`src/rtl/tmds_pkg.sv`:
```
// Shared TMDS definitions: the four control-token symbols (common with the
// transmit encoder), the receive alignment FSM states and symbol helpers.
package tmds_pkg;

  localparam logic [9:0] CTRL_TOKEN_00 = 10'b1101010100;
  localparam logic [9:0] CTRL_TOKEN_01 = 10'b0010101011;
  localparam logic [9:0] CTRL_TOKEN_10 = 10'b0101010100;
  localparam logic [9:0] CTRL_TOKEN_11 = 10'b1010101011;

  typedef enum logic [1:0] {SEARCH, SLIP, WAIT, LOCKED} align_state_t;

  function automatic logic is_ctrl_token(input logic [9:0] word);
    return (word == CTRL_TOKEN_00) || (word == CTRL_TOKEN_01) ||
           (word == CTRL_TOKEN_10) || (word == CTRL_TOKEN_11);
  endfunction

  // Returns {c1, c0}; only meaningful when the word is a control token.
  function automatic logic [1:0] ctrl_token_bits(input logic [9:0] word);
    logic [1:0] c;
    case (word)
      CTRL_TOKEN_01: c = 2'b01;
      CTRL_TOKEN_10: c = 2'b10;
      CTRL_TOKEN_11: c = 2'b11;
      default:       c = 2'b00;
    endcase
    return c;
  endfunction

  function automatic logic [7:0] tmds_decode_data(input logic [9:0] word);
    logic [7:0] q;
    logic [7:0] x;
    q = word[9] ? ~word[7:0] : word[7:0];
    x = q ^ {q[6:0], 1'b0};
    return word[8] ? x : {~x[7:1], x[0]};
  endfunction

endpackage

```
`src/rtl/tmds_word_align.sv`:
```
// Word-boundary search: slips the deserializer until a run of control tokens
// is seen, then holds lock until no qualifying run shows up for LOSS_LEN cycles.
module tmds_word_align
  import tmds_pkg::*;
#(
  parameter int SEARCH_LEN = 2048,
  parameter int CTRL_RUN   = 8,
  parameter int SLIP_WAIT  = 4,
  parameter int LOSS_LEN   = 65536
) (
  input  logic       clk,
  input  logic       rst_n,
  input  logic [9:0] word,
  output logic       bitslip,
  output logic       locked,
  output logic       is_ctrl
);

  localparam int WIN_W  = (SEARCH_LEN > 1) ? $clog2(SEARCH_LEN) : 1;
  localparam int RUN_W  = $clog2(CTRL_RUN + 1);
  localparam int WAIT_W = (SLIP_WAIT > 1) ? $clog2(SLIP_WAIT) : 1;
  localparam int LOSS_W = (LOSS_LEN > 1) ? $clog2(LOSS_LEN) : 1;

  align_state_t      state, state_nxt;
  logic [WIN_W-1:0]  win_cnt, win_nxt;
  logic [RUN_W-1:0]  run_cnt, run_nxt;
  logic [WAIT_W-1:0] wait_cnt, wait_nxt;
  logic [LOSS_W-1:0] loss_cnt, loss_nxt;
  logic              run_full;

  assign is_ctrl  = is_ctrl_token(word);
  assign run_full = (run_cnt == RUN_W'(CTRL_RUN));

  always_ff @(posedge clk) begin
    if (!rst_n) begin
      state    <= SEARCH;
      win_cnt  <= '0;
      run_cnt  <= '0;
      wait_cnt <= '0;
      loss_cnt <= '0;
    end else begin
      state    <= state_nxt;
      win_cnt  <= win_nxt;
      run_cnt  <= run_nxt;
      wait_cnt <= wait_nxt;
      loss_cnt <= loss_nxt;
    end
  end

  always_comb begin
    state_nxt = state;
    win_nxt   = win_cnt;
    wait_nxt  = wait_cnt;
    loss_nxt  = loss_cnt;
    bitslip   = 1'b0;
    locked    = 1'b0;
    if (!is_ctrl)      run_nxt = '0;
    else if (run_full) run_nxt = run_cnt;
    else               run_nxt = run_cnt + RUN_W'(1);

    case (state)
      SEARCH: begin
        // A completed run takes priority over window expiry.
        if (run_full) begin
          state_nxt = LOCKED;
          win_nxt   = '0;
          loss_nxt  = '0;
        end else if (win_cnt == WIN_W'(SEARCH_LEN - 1)) begin
          state_nxt = SLIP;
          win_nxt   = '0;
        end else begin
          win_nxt = win_cnt + WIN_W'(1);
        end
      end
      SLIP: begin
        bitslip   = 1'b1;
        state_nxt = WAIT;
        wait_nxt  = '0;
      end
      WAIT: begin
        // Words seen while the deserializer settles must not count toward a run.
        run_nxt = '0;
        if (wait_cnt == WAIT_W'(SLIP_WAIT - 1)) begin
          state_nxt = SEARCH;
          win_nxt   = '0;
        end else begin
          wait_nxt = wait_cnt + WAIT_W'(1);
        end
      end
      LOCKED: begin
        locked = 1'b1;
        if (run_full) begin
          loss_nxt = '0;
        end else if (loss_cnt == LOSS_W'(LOSS_LEN - 1)) begin
          state_nxt = SEARCH;
          loss_nxt  = '0;
          win_nxt   = '0;
        end else begin
          loss_nxt = loss_cnt + LOSS_W'(1);
        end
      end
      default: state_nxt = SEARCH;
    endcase
  end

endmodule

```
`src/rtl/tmds_decoder.sv`:
```
// One TMDS receive lane: aligns 10-bit symbols and decodes de/data/c0/c1,
// valid 2 cycles after the symbol; no backpressure, one symbol per clock.
module tmds_decoder
  import tmds_pkg::*;
#(
  parameter int SEARCH_LEN = 2048,
  parameter int CTRL_RUN   = 8,
  parameter int SLIP_WAIT  = 4,
  parameter int LOSS_LEN   = 65536
) (
  input  logic       vga_clk,
  input  logic       sys_rst_n,
  input  logic [9:0] tmds_word,
  output logic       bitslip,
  output logic       locked,
  output logic       de,
  output logic [7:0] data_out,
  output logic       c0,
  output logic       c1
);

  logic [9:0] word_s1;
  logic       is_ctrl;
  logic       de_s2;
  logic [7:0] data_s2;
  logic [1:0] ctrl_bits;

  always_ff @(posedge vga_clk) begin
    if (!sys_rst_n) word_s1 <= '0;
    else            word_s1 <= tmds_word;
  end

  tmds_word_align #(
    .SEARCH_LEN (SEARCH_LEN),
    .CTRL_RUN   (CTRL_RUN),
    .SLIP_WAIT  (SLIP_WAIT),
    .LOSS_LEN   (LOSS_LEN)
  ) u_align (
    .clk     (vga_clk),
    .rst_n   (sys_rst_n),
    .word    (word_s1),
    .bitslip (bitslip),
    .locked  (locked),
    .is_ctrl (is_ctrl)
  );

  assign ctrl_bits = ctrl_token_bits(word_s1);

  always_ff @(posedge vga_clk) begin
    if (!sys_rst_n) begin
      de_s2   <= 1'b0;
      data_s2 <= '0;
      c0      <= 1'b0;
      c1      <= 1'b0;
    end else if (locked && is_ctrl) begin
      de_s2   <= 1'b0;
      data_s2 <= '0;
      c0      <= ctrl_bits[0];
      c1      <= ctrl_bits[1];
    end else if (locked) begin
      de_s2   <= 1'b1;
      data_s2 <= tmds_decode_data(word_s1);
    end else begin
      de_s2   <= 1'b0;
      data_s2 <= '0;
    end
  end

  // Gate with the live lock state so de drops on the same cycle as locked.
  assign de       = de_s2 & locked;
  assign data_out = locked ? data_s2 : 8'h00;

endmodule

```
`config.mk`:
```
export PLATFORM = sky130hd
export DESIGN_NAME = tmds_decoder
export DESIGN_NICKNAME = d
export VERILOG_FILES = /design/src/rtl/tmds_pkg.sv /design/src/rtl/tmds_word_align.sv /design/src/rtl/tmds_decoder.sv
export SDC_FILE = /design/constraint.sdc
export NUM_CORES = 1
export LEC_CHECK = 0
export BUFFER_PORTS_ARGS = -buffer_cell sky130_fd_sc_hd__buf_2
export CAP_MARGIN = 15
export CORE_MARGIN = 2
export CORE_UTILIZATION = 46
export DETAILED_ROUTE_END_ITERATION = 10
export PLACE_DENSITY = 0.62
export SLEW_MARGIN = 20
export SYNTH_ARGS = -nofsm -noshare
export SYNTH_HDL_FRONTEND = slang
export SYNTH_SLANG_ARGS = --single-unit
```
`constraint.sdc`:
```
create_clock -name vga_clk -period 5.2 [get_ports vga_clk]
set_input_delay 0.52 -clock vga_clk [delete_from_list [all_inputs] [get_ports vga_clk]]
set_output_delay 0.52 -clock vga_clk [all_outputs]
set_load 0.01 [all_outputs]
```
# Word level (Yosys, flattened, before mapping)
# Cells that the tools add are included.
# W data, S select, Z words.
dict set report op_classes {
  addsub 4
  n_mul 0
  n_div 0
  n_lt_le_gt_ge 0
  n_eq_ne 17
  shifts 0
  muxes 25
  bitwise 7
  reduce_logical 15
}
# op count
set ops {}
lappend ops {{$mux W11} 5}
lappend ops {{$mux W16} 3}
lappend ops {{$pmux W11 S3} 1}
lappend ops {{$pmux W16 S2} 1}
lappend ops {{$mux W8} 3}
lappend ops {{$eq A10 B10 Y1 const B} 2}
lappend ops {{$add A16 B1 Y16 const B} 1}
lappend ops {{$eq A16 B16 Y1 const B} 1}
lappend ops {{$mux W2} 6}
lappend ops {{$add A11 B1 Y11 const B} 1}
lappend ops {{$eq A11 B11 Y1 const B} 1}
lappend ops {{$eq A10 B8 Y1 const B} 1}
lappend ops {{$eq A10 B9 Y1 const B} 1}
lappend ops {{$not A8 Y8} 1}
lappend ops {{$pmux W2 S4} 1}
lappend ops {{$reduce_and A4 Y1} 2}
lappend ops {{$xor A8 B8 Y8} 1}
lappend ops {{$not A7 Y7} 1}
lappend ops {{$eq A2 B2 Y1 const B} 3}
lappend ops {{$ne A2 B1 Y1 const B} 3}
lappend ops {{$pmux W2 S3} 1}
lappend ops {{$reduce_or A3 Y1} 2}
lappend ops {{$add A4 B1 Y4 const B} 1}
lappend ops {{$eq A4 B4 Y1 const B} 1}
lappend ops {{15 further kinds} 24}
dict set report word_totals {
  register_bits 56
  latch_bits 0
  mem_bits_rw 0
  mem_bits_ro 0
  wordCells 78
  memories 0
}

# Longest topological paths before layout
# Gate-level depths: netlist (run 1).
dict set report logic_depth {
  ltp_word 6
  ltp_mapped 8
  depth_no_buf 6
}

# Cells and area by module
# From an unflattened synthesis (run 1), not the netlist that was laid out.
dict set report hier_totals {
  hier_cells 306
  area_unflattened_um2 2748.9
}
# module instances cells_each area_per_inst_um2 seq_area_each_um2
set modules_own_cells {}
lappend modules_own_cells {tmds_word_align 1 223 1895.6 700.7}
lappend modules_own_cells {tmds_decoder 1 83 853.3 420.4}

# Least setup slack after synthesis (run 1)
# Ideal clock, no wire load.
dict set report synth_path {
  path_type {register to register}
  startpoint {register u_align.run_cnt[0]}
  endpoint {register u_align.loss_cnt[9]}
  setup_time_ps 80
  arrival_time_ps 1671
  t_required_ps 5120
  path_slack_ps 3450
  path_stages_with_launch 9
  path_cell_list {dfxtp_1 -> inv_1 -> ha_1 -> and3b_1 -> buf_6 -> a41oi_2 -> buf_6 -> or4_4 -> a211oi_2}
}
dict set report synth_via {
  elab_chain_len 3
  elab_cells_between_ends 5
}
# item line_no
set synth_rtl {}
lappend synth_rtl {{start, declared} tmds_word_align.sv:26} ;# logic [RUN_W-1:0] run_cnt, run_nxt;
lappend synth_rtl {{start signal, assigned} tmds_word_align.sv:44} ;# run_cnt <= run_nxt;
lappend synth_rtl {{$eq A4 B4 Y1 (*)} tmds_word_align.sv:32} ;# assign run_full = (run_cnt == RUN_W'(CTRL_RUN));
lappend synth_rtl {{$mux W16 or $ne A2 B1 Y1 (tied branches)} n/a}
lappend synth_rtl {{$pmux W16 S2 or $reduce_and A2 Y1 (tied branches)} n/a}
lappend synth_rtl {{end signal, assigned} tmds_word_align.sv:46} ;# loss_cnt <= loss_nxt;
lappend synth_rtl {{end, declared} tmds_word_align.sv:28} ;# logic [LOSS_W-1:0] loss_cnt, loss_nxt;
# Mark *: on every way between the ends. The rest lies on a longest branch, timed or not.
# A chain may end at the register's enable or synchronous reset.

# Final worst setup path (run 1)
dict set report layout_path {
  startpoint {register u_align.run_cnt[0]}
  endpoint {register u_align.loss_cnt[15]}
}
# The elaborated chain is that of the path after synthesis.

==> results.cfg, run 1 <==
[sta]
total_setup_violations_reported_at_the_end_of_the_flow = 0
tightest_slew_ns = 0.804
slew_headroom_pct = 46.1
final_min_period_over_clock_period_pct = 45.6
final_max_slew_viol_count = 0
fin_worst_hold_slack_ns = 0.407
skew_ns = 0.00646
clock.fmax_mhz = 422
grt_setup_unrepaired = false
layout_min_cycle_time_ns = 2.37
final.setup.tns_ns = 0
final_hold_viol_count = 0

[pwr]
power.leakage_nw = 1.23
post-layout-total-power_mw = 0.766
cellPowerDensity_nw_per_um2 = 243
ir_drop_uv = 141

[floorplan]
fp.dieArea_sq_um = 6990
initial_utilization_pct = 46.7
ioPinCount = 25
die_ht_um = 83.6
core_area_sq_um = 6240
die_width_um = 83.6
fp-row-count = 29

[cts]
cts_max_level = 2
clockBufferDepth = 2
clock_net_sink_count = 56
path_clk_slew_ns = 0.10
tritoncts = built
clk_root_buffer_cell = sky130_fd_sc_hd__clkbuf_8
cts_hold_buffers = 0
clkLatencyLatePin_ns = 0.31
cts_repair_resize_count = 0
post-cts-setup-buffers = 0
cts_buffers = 5

[finish]
layout-drive-gt1-share_pct = 13.4
relative_area_change_from_synthesis_to_final_layout_pct = 7.94
filler_cell_count = 611
fin_cells = 420
antennaDiodeCount = 0
nets = 367

[run]
max_capacitance_violation_count = 0

[synth]
synth-seq-cells = 56
synth.net_count = 354
synth.yosys.seq_area_share_pct = 38.5
ys_async_sr_fraction_pct = 0
syn_inst = 329
synth.avg_cell_area_sq_um = 8.86
synth_enable_flop_cells = 0
post_synth_top_cells = 56 x sky130_fd_sc_hd__dfxtp_1, 23 x sky130_fd_sc_hd__nand2_1, 17 x sky130_fd_sc_hd__inv_1, 16 x sky130_fd_sc_hd__and3_1, 15 x sky130_fd_sc_hd__and2_1
yosys_most_used_dff = sky130_fd_sc_hd__dfxtp_1
netlist_area_sq_um = 2920
synth.top_cells.by_area = sky130_fd_sc_hd__dfxtp_1 38%, sky130_fd_sc_hd__ha_1 5.6%, sky130_fd_sc_hd__xnor2_1 3.9%
post_synth_num_cell_types = 54
synth_area_leader_cell = sky130_fd_sc_hd__dfxtp_1
synth_top_area_share_pct = 38.5
yosysMostFrequentCell = sky130_fd_sc_hd__dfxtp_1
synth_warnings = 0

[routing]
antenna_left = 0
drcViolationCount = 0
detail_route.wirelength_mm = 5.93
post_drt_via_cell_ratio = 5.75
num_vias = 2417
dr_wl_cell_um = 14.1
drtIter0Drc = 64
drt_pass1_iterations = 4

[global_routing]
global_route.usage.met2_pct = 31.3
grt_usage_pct = 18.3
grt.met1_usage_pct = 24.2
first_global_vias = 2321
use_met3_pct = 2.57
grt_antenna_before_repair = 0
globalRoute.busiestLayer = met2
grt_start_max_net_pins = 27
grt_first_pass_wirelength_mm = 10.7
global_route.overflow_total = 0

[setup_path]
path_class = flip-flop to flip-flop
timing.critical_path.to_type = flip-flop
worst-endpoint-arrival_ns = 2.61
worst-endpoint-required_ns = 5.43
timing.critical_path.fanout_max = 16
setup.worst_path.start_class = flip-flop

[placed_design]
globalplace.congestion = 0.785
dp.cells = 412
detailed_placement_wirelength_estimate_mm = 4.14
port_buffers = 24

[outcome]
status = completed

[hold_path]
min_path_type = input pin to flip-flop
## critical path: stages, from the launching register on
cell,delay (ns)
sky130_fd_sc_hd__dfxtp_1,0.36
sky130_fd_sc_hd__inv_1,0.08
sky130_fd_sc_hd__ha_1,0.15
sky130_fd_sc_hd__and3b_1,0.54
sky130_fd_sc_hd__a41oi_2,0.38
sky130_fd_sc_hd__or4_1,0.57
sky130_fd_sc_hd__a211oi_2,0.21
## path summary, 6_finish.rpt
kind | from | end | slack, ns | cells past startpoint
worst min-delay path | tmds_word[2] | word_s1[2]$_SDFF_PN0_ | 0.41 | 2
worst min register to register | c0$_SDFFE_PN0P_ | c0$_SDFFE_PN0P_ | 0.50 | 2
worst max-delay path | u_align.run_cnt[0]$_SDFFE_PP0N_ | u_align.loss_cnt[15]$_SDFFE_PN0P_ | 2.83 | 6
worst max register to register | u_align.run_cnt[0]$_SDFFE_PP0N_ | u_align.loss_cnt[15]$_SDFFE_PN0P_ | 2.83 | 6
## where the power goes
group / internal [mW] / total, mW / switching (mW)
Clock: 0.145 / 0.288 / 0.143
Sequential: 0.435 / 0.442 / 0.00733
Combinational: 0.0181 / 0.0363 / 0.0181
Total: 0.598 / 0.766 / 0.168
## metrics by stage
step	cell area (sq um)	setup WS (ns)	utilization, %
3_5_place_dp	3030	2.81	48.5
4_1_cts	3140	2.78	50.4
2_1_floorplan	2920	3.45	-
6_report	3150	2.83	50.4
5_1_grt	3150	2.59	50.4
3_3_place_gp	3030	2.88	48.5
## layout by cell type (no fill, tap or decap), types with 2 or more instances in the layout
cell / count
sky130_fd_sc_hd__nor3b_1: 2
sky130_fd_sc_hd__nand4_1: 14
sky130_fd_sc_hd__o21ai_0: 12
sky130_fd_sc_hd__o31ai_1: 4
sky130_fd_sc_hd__a21oi_1: 6
sky130_fd_sc_hd__a211oi_2: 2
sky130_fd_sc_hd__nor2b_1: 2
sky130_fd_sc_hd__nand3_1: 12
sky130_fd_sc_hd__clkinv_4: 2
sky130_fd_sc_hd__o211ai_1: 7
sky130_fd_sc_hd__or3_1: 6
sky130_fd_sc_hd__and3_1: 16
sky130_fd_sc_hd__xor2_1: 3
sky130_fd_sc_hd__clkbuf_8: 5
sky130_fd_sc_hd__a41oi_1: 3
sky130_fd_sc_hd__xnor2_1: 13
sky130_fd_sc_hd__nand2_1: 23
sky130_fd_sc_hd__dfxtp_1: 56
sky130_fd_sc_hd__inv_1: 17
sky130_fd_sc_hd__nor2_1: 14
sky130_fd_sc_hd__or4_1: 5
sky130_fd_sc_hd__mux2i_1: 2
sky130_fd_sc_hd__nor3_1: 10
sky130_fd_sc_hd__and4_1: 7
sky130_fd_sc_hd__and2_1: 15
sky130_fd_sc_hd__a311oi_1: 4
sky130_fd_sc_hd__nand4b_1: 3
sky130_fd_sc_hd__ha_1: 13
sky130_fd_sc_hd__a211oi_1: 8
sky130_fd_sc_hd__buf_2: 24
sky130_fd_sc_hd__or2_2: 3
sky130_fd_sc_hd__a2bb2oi_1: 4
sky130_fd_sc_hd__a31oi_1: 4
## registers in the layout, summed over array words and instances (netlist names)
| name | cells |
|---|---|
| u_align.loss_cnt | 16 |
| u_align.win_cnt | 11 |
| word_s1 | 10 |
| data_s2 | 8 |
| u_align.run_cnt | 4 |
| u_align.state | 2 |
| u_align.wait_cnt | 2 |
| c0 | 1 |
| c1 | 1 |
| de_s2 | 1 |
## cell families (layout without fill, tap and decap cells)
kind of cell / after synthesis / after routing / synth area share (%)
adders and majority gates: 13 / 13 / 5.58
xor gates and xnor gates: 16 / 16 / 4.81
DFF: 56 / 56 / 38.5
AOI/OAI and AO/OA: 66 / 66 / 16.5
buffers and inverters: 36 / 50 / 6.05
muxes: 2 / 2 / 0.687
and+or+nand+nor: 140 / 140 / 27.9
## area by class of cell
type	count	area, sq um	share of cell area (%)
Tap cell	77	96.3	3.06
Multi-Input combinational cell	237	1620	51.5
Sequential cell	56	1120	35.6
Clock buffer	5	68.8	2.19
Timing Repair Buffer	25	128	4.06
Clock inverter	3	47.5	1.51
Inverter	17	63.8	2.03
## routing by layer
| layer | up-vias | wire length (um) |
|---|---|---|
| met5 | - | 0 |
| met2 | 46 | 2780 |
| li1 | 1243 | - |
| met1 | 1120 | 2890 |
| met4 | 0 | 65 |
| met3 | 8 | 201 |
Note: power is estimated with default switching activity, not from simulation.
==> run 2: changes to the inputs <==
Clock period 5.2 ns to 2.3 ns, I/O delays scaled along.
==> results.cfg, run 2 (synthesis gave the netlist of run 1 again) <==
[pwr]
power_report.internal_total_mw = 1.38
clock_power_share_pct = 39.0
power.switching_mw = 0.395
power_switching_share_pct = 22.2
cellPowerDensity_nw_per_um2 = 557
power.leakage_nw = 1.27
comb_power_share_pct = 4.8
ir_drop_uv = 276
pwr-share-seq_pct = 56.2

[sta]
final_max_slew_viol_count = 0
skew_ns = 0.00655
grt_setup_unrepaired = false
final_hold_viol_count = 0
layout_min_cycle_time_ns = 2.05
finalWorstSetupSlack_ns = 0.248
clock.fmax_mhz = 487
tightest_slew_ns = 0.502
total_setup_violations_reported_at_the_end_of_the_flow = 0
final_min_period_over_clock_period_pct = 89.2
final.setup.tns_ns = 0
slew_headroom_pct = 66.3

[floorplan]
fp.dieArea_sq_um = 6990
ioPinCount = 25
die_ht_um = 83.6
initial_utilization_pct = 46.7
fp-row-count = 29
core_area_sq_um = 6240
die_width_um = 83.6

[placed_design]
place_ws_ns = 0.270
port_buffers = 24
detailed_placement_wirelength_estimate_mm = 4.26
dp.cells = 418
globalplace.congestion = 0.805

[setup_path]
crit_path_max_incr_delay_ns = 0.56
worst-endpoint-arrival_ns = 2.29
worst_r2r_endpoint = u_align.loss_cnt[15]$_SDFFE_PN0P_
r2r.worst_path.cells = 6
worst-path-stages = 6
setup.reg_to_reg.worst_slack_ns = 0.25
worst-path-buf-inv = 1
worst-endpoint-required_ns = 2.54
reg2reg_from = u_align.run_cnt[0]$_SDFFE_PP0N_
setup.worst_path.start_class = flip-flop
timing.critical_path.fanout_max = 12
timing.critical_path.to_type = flip-flop
worst_path_slowest_cell = sky130_fd_sc_hd__or4_1
timing.critical_path.cells = inv_1 -> ha_1 -> and3b_1 -> a41oi_2 -> or4_1 -> a211oi_2
path_class = flip-flop to flip-flop
critPathTopFamily = simple AND/OR/NAND/NOR gates

[hold_path]
worstHoldPathCells = 2
hold_end = word_s1[7]$_SDFF_PN0_
min_path_type = input pin to flip-flop
min_from = tmds_word[7]

[routing]
detail_route.wirelength_mm = 6.11
drtIter0Drc = 103
antenna_left = 0
num_vias = 2422
dr_wl_cell_um = 14.3
drt_pass1_iterations = 4
post_drt_via_cell_ratio = 5.69
drcViolationCount = 0

[finish]
layout-drive-gt1-share_pct = 14.6
antennaDiodeCount = 0
mostFrequentLayoutCells = 56 x sky130_fd_sc_hd__dfxtp_1, 24 x sky130_fd_sc_hd__buf_2, 23 x sky130_fd_sc_hd__nand2_1, 17 x sky130_fd_sc_hd__inv_1, 16 x sky130_fd_sc_hd__and3_1
reg_top3 = u_align.loss_cnt x16, u_align.win_cnt x11, word_s1 x10
filler_cell_count = 598
largest_register_ffs = 16
relative_area_change_from_synthesis_to_final_layout_pct = 9.53
layout_commonest_cell = sky130_fd_sc_hd__dfxtp_1
regMostFlops = u_align.loss_cnt
finish.utilization_pct = 51.2
nets = 373
fin_cells = 426

[global_routing]
grt_first_pass_wirelength_mm = 10.5
grt_usage_pct = 18.2
grt_antenna_before_repair = 0
first_global_vias = 2262
grt_start_max_net_pins = 26
global_route.overflow_total = 0

[cts]
cts_max_level = 2
path_clk_slew_ns = 0.11
tritoncts = built
clockBufferDepth = 2
clock_net_sink_count = 56
post-cts-setup-buffers = 0
cts_repair_resize_count = 0
clk_root_buffer_cell = sky130_fd_sc_hd__clkbuf_8
clkLatencyLatePin_ns = 0.31
cts_hold_buffers = 0
cts_buffers = 5

[run]
max_capacitance_violation_count = 0

[outcome]
status = completed
## run 2: power groups by stage
stage | Sequential, mW | Clock [mW] | Combinational, mW
after CTS | 0.999 | 0.714 | 0.0854
after floorplan | 1.02 | 0 | 0.0674
after global placement | 1.02 | 0 | 0.0832
after global routing | 1.00 | 0.748 | 0.0972
final | 0.999 | 0.694 | 0.0845
after detailed placement | 1.02 | 0 | 0.0852
## run 2: area by class of cell
cell class	instances	area (sq um)	area share, %
Clock buffer	6	82.6	2.59
Multi-Input combinational cell	237	1620	50.7
Timing Repair Buffer	31	173	5.41
Inverter	17	63.8	2.00
Clock inverter	2	38.8	1.21
Tap cell	77	96.3	3.02
Sequential cell	56	1120	35.1
## run 2: worst max path at each step
stage                                    startpoint                           endpoint
finish              u_align.run_cnt[0]$_SDFFE_PP0N_  u_align.loss_cnt[15]$_SDFFE_PN0P_
global route        u_align.run_cnt[1]$_SDFFE_PP0N_  u_align.loss_cnt[15]$_SDFFE_PN0P_
CTS                 u_align.run_cnt[0]$_SDFFE_PP0N_  u_align.loss_cnt[15]$_SDFFE_PN0P_
detailed placement  u_align.run_cnt[0]$_SDFFE_PP0N_  u_align.loss_cnt[15]$_SDFFE_PN0P_
global placement    u_align.run_cnt[0]$_SDFFE_PP0N_  u_align.loss_cnt[15]$_SDFFE_PN0P_
floorplan           u_align.run_cnt[0]$_SDFFE_PP0N_   u_align.loss_cnt[9]$_SDFFE_PN0P_
## run 2: metal layers
metal	global-route usage, %	part of all wire [%]	vias up
li1	-	-	1244
met1	23.8	50	1132
met2	30.1	47	40
met3	3.56	2.7	6
met4	6.30	0.97	0
met5	0	0	-
## run 2: through the flow
step / area, sq um / power, mW / hold WS [ns]
final: 3190 / 1.78 / 0.119
after CTS: 3190 / 1.80 / 0.106
after detailed placement: 3070 / 1.11 / 0.440
after floorplan: 2920 / 1.08 / 0.357
after global placement: 3070 / 1.10 / 0.436
after global routing: 3190 / 1.85 / 0.102
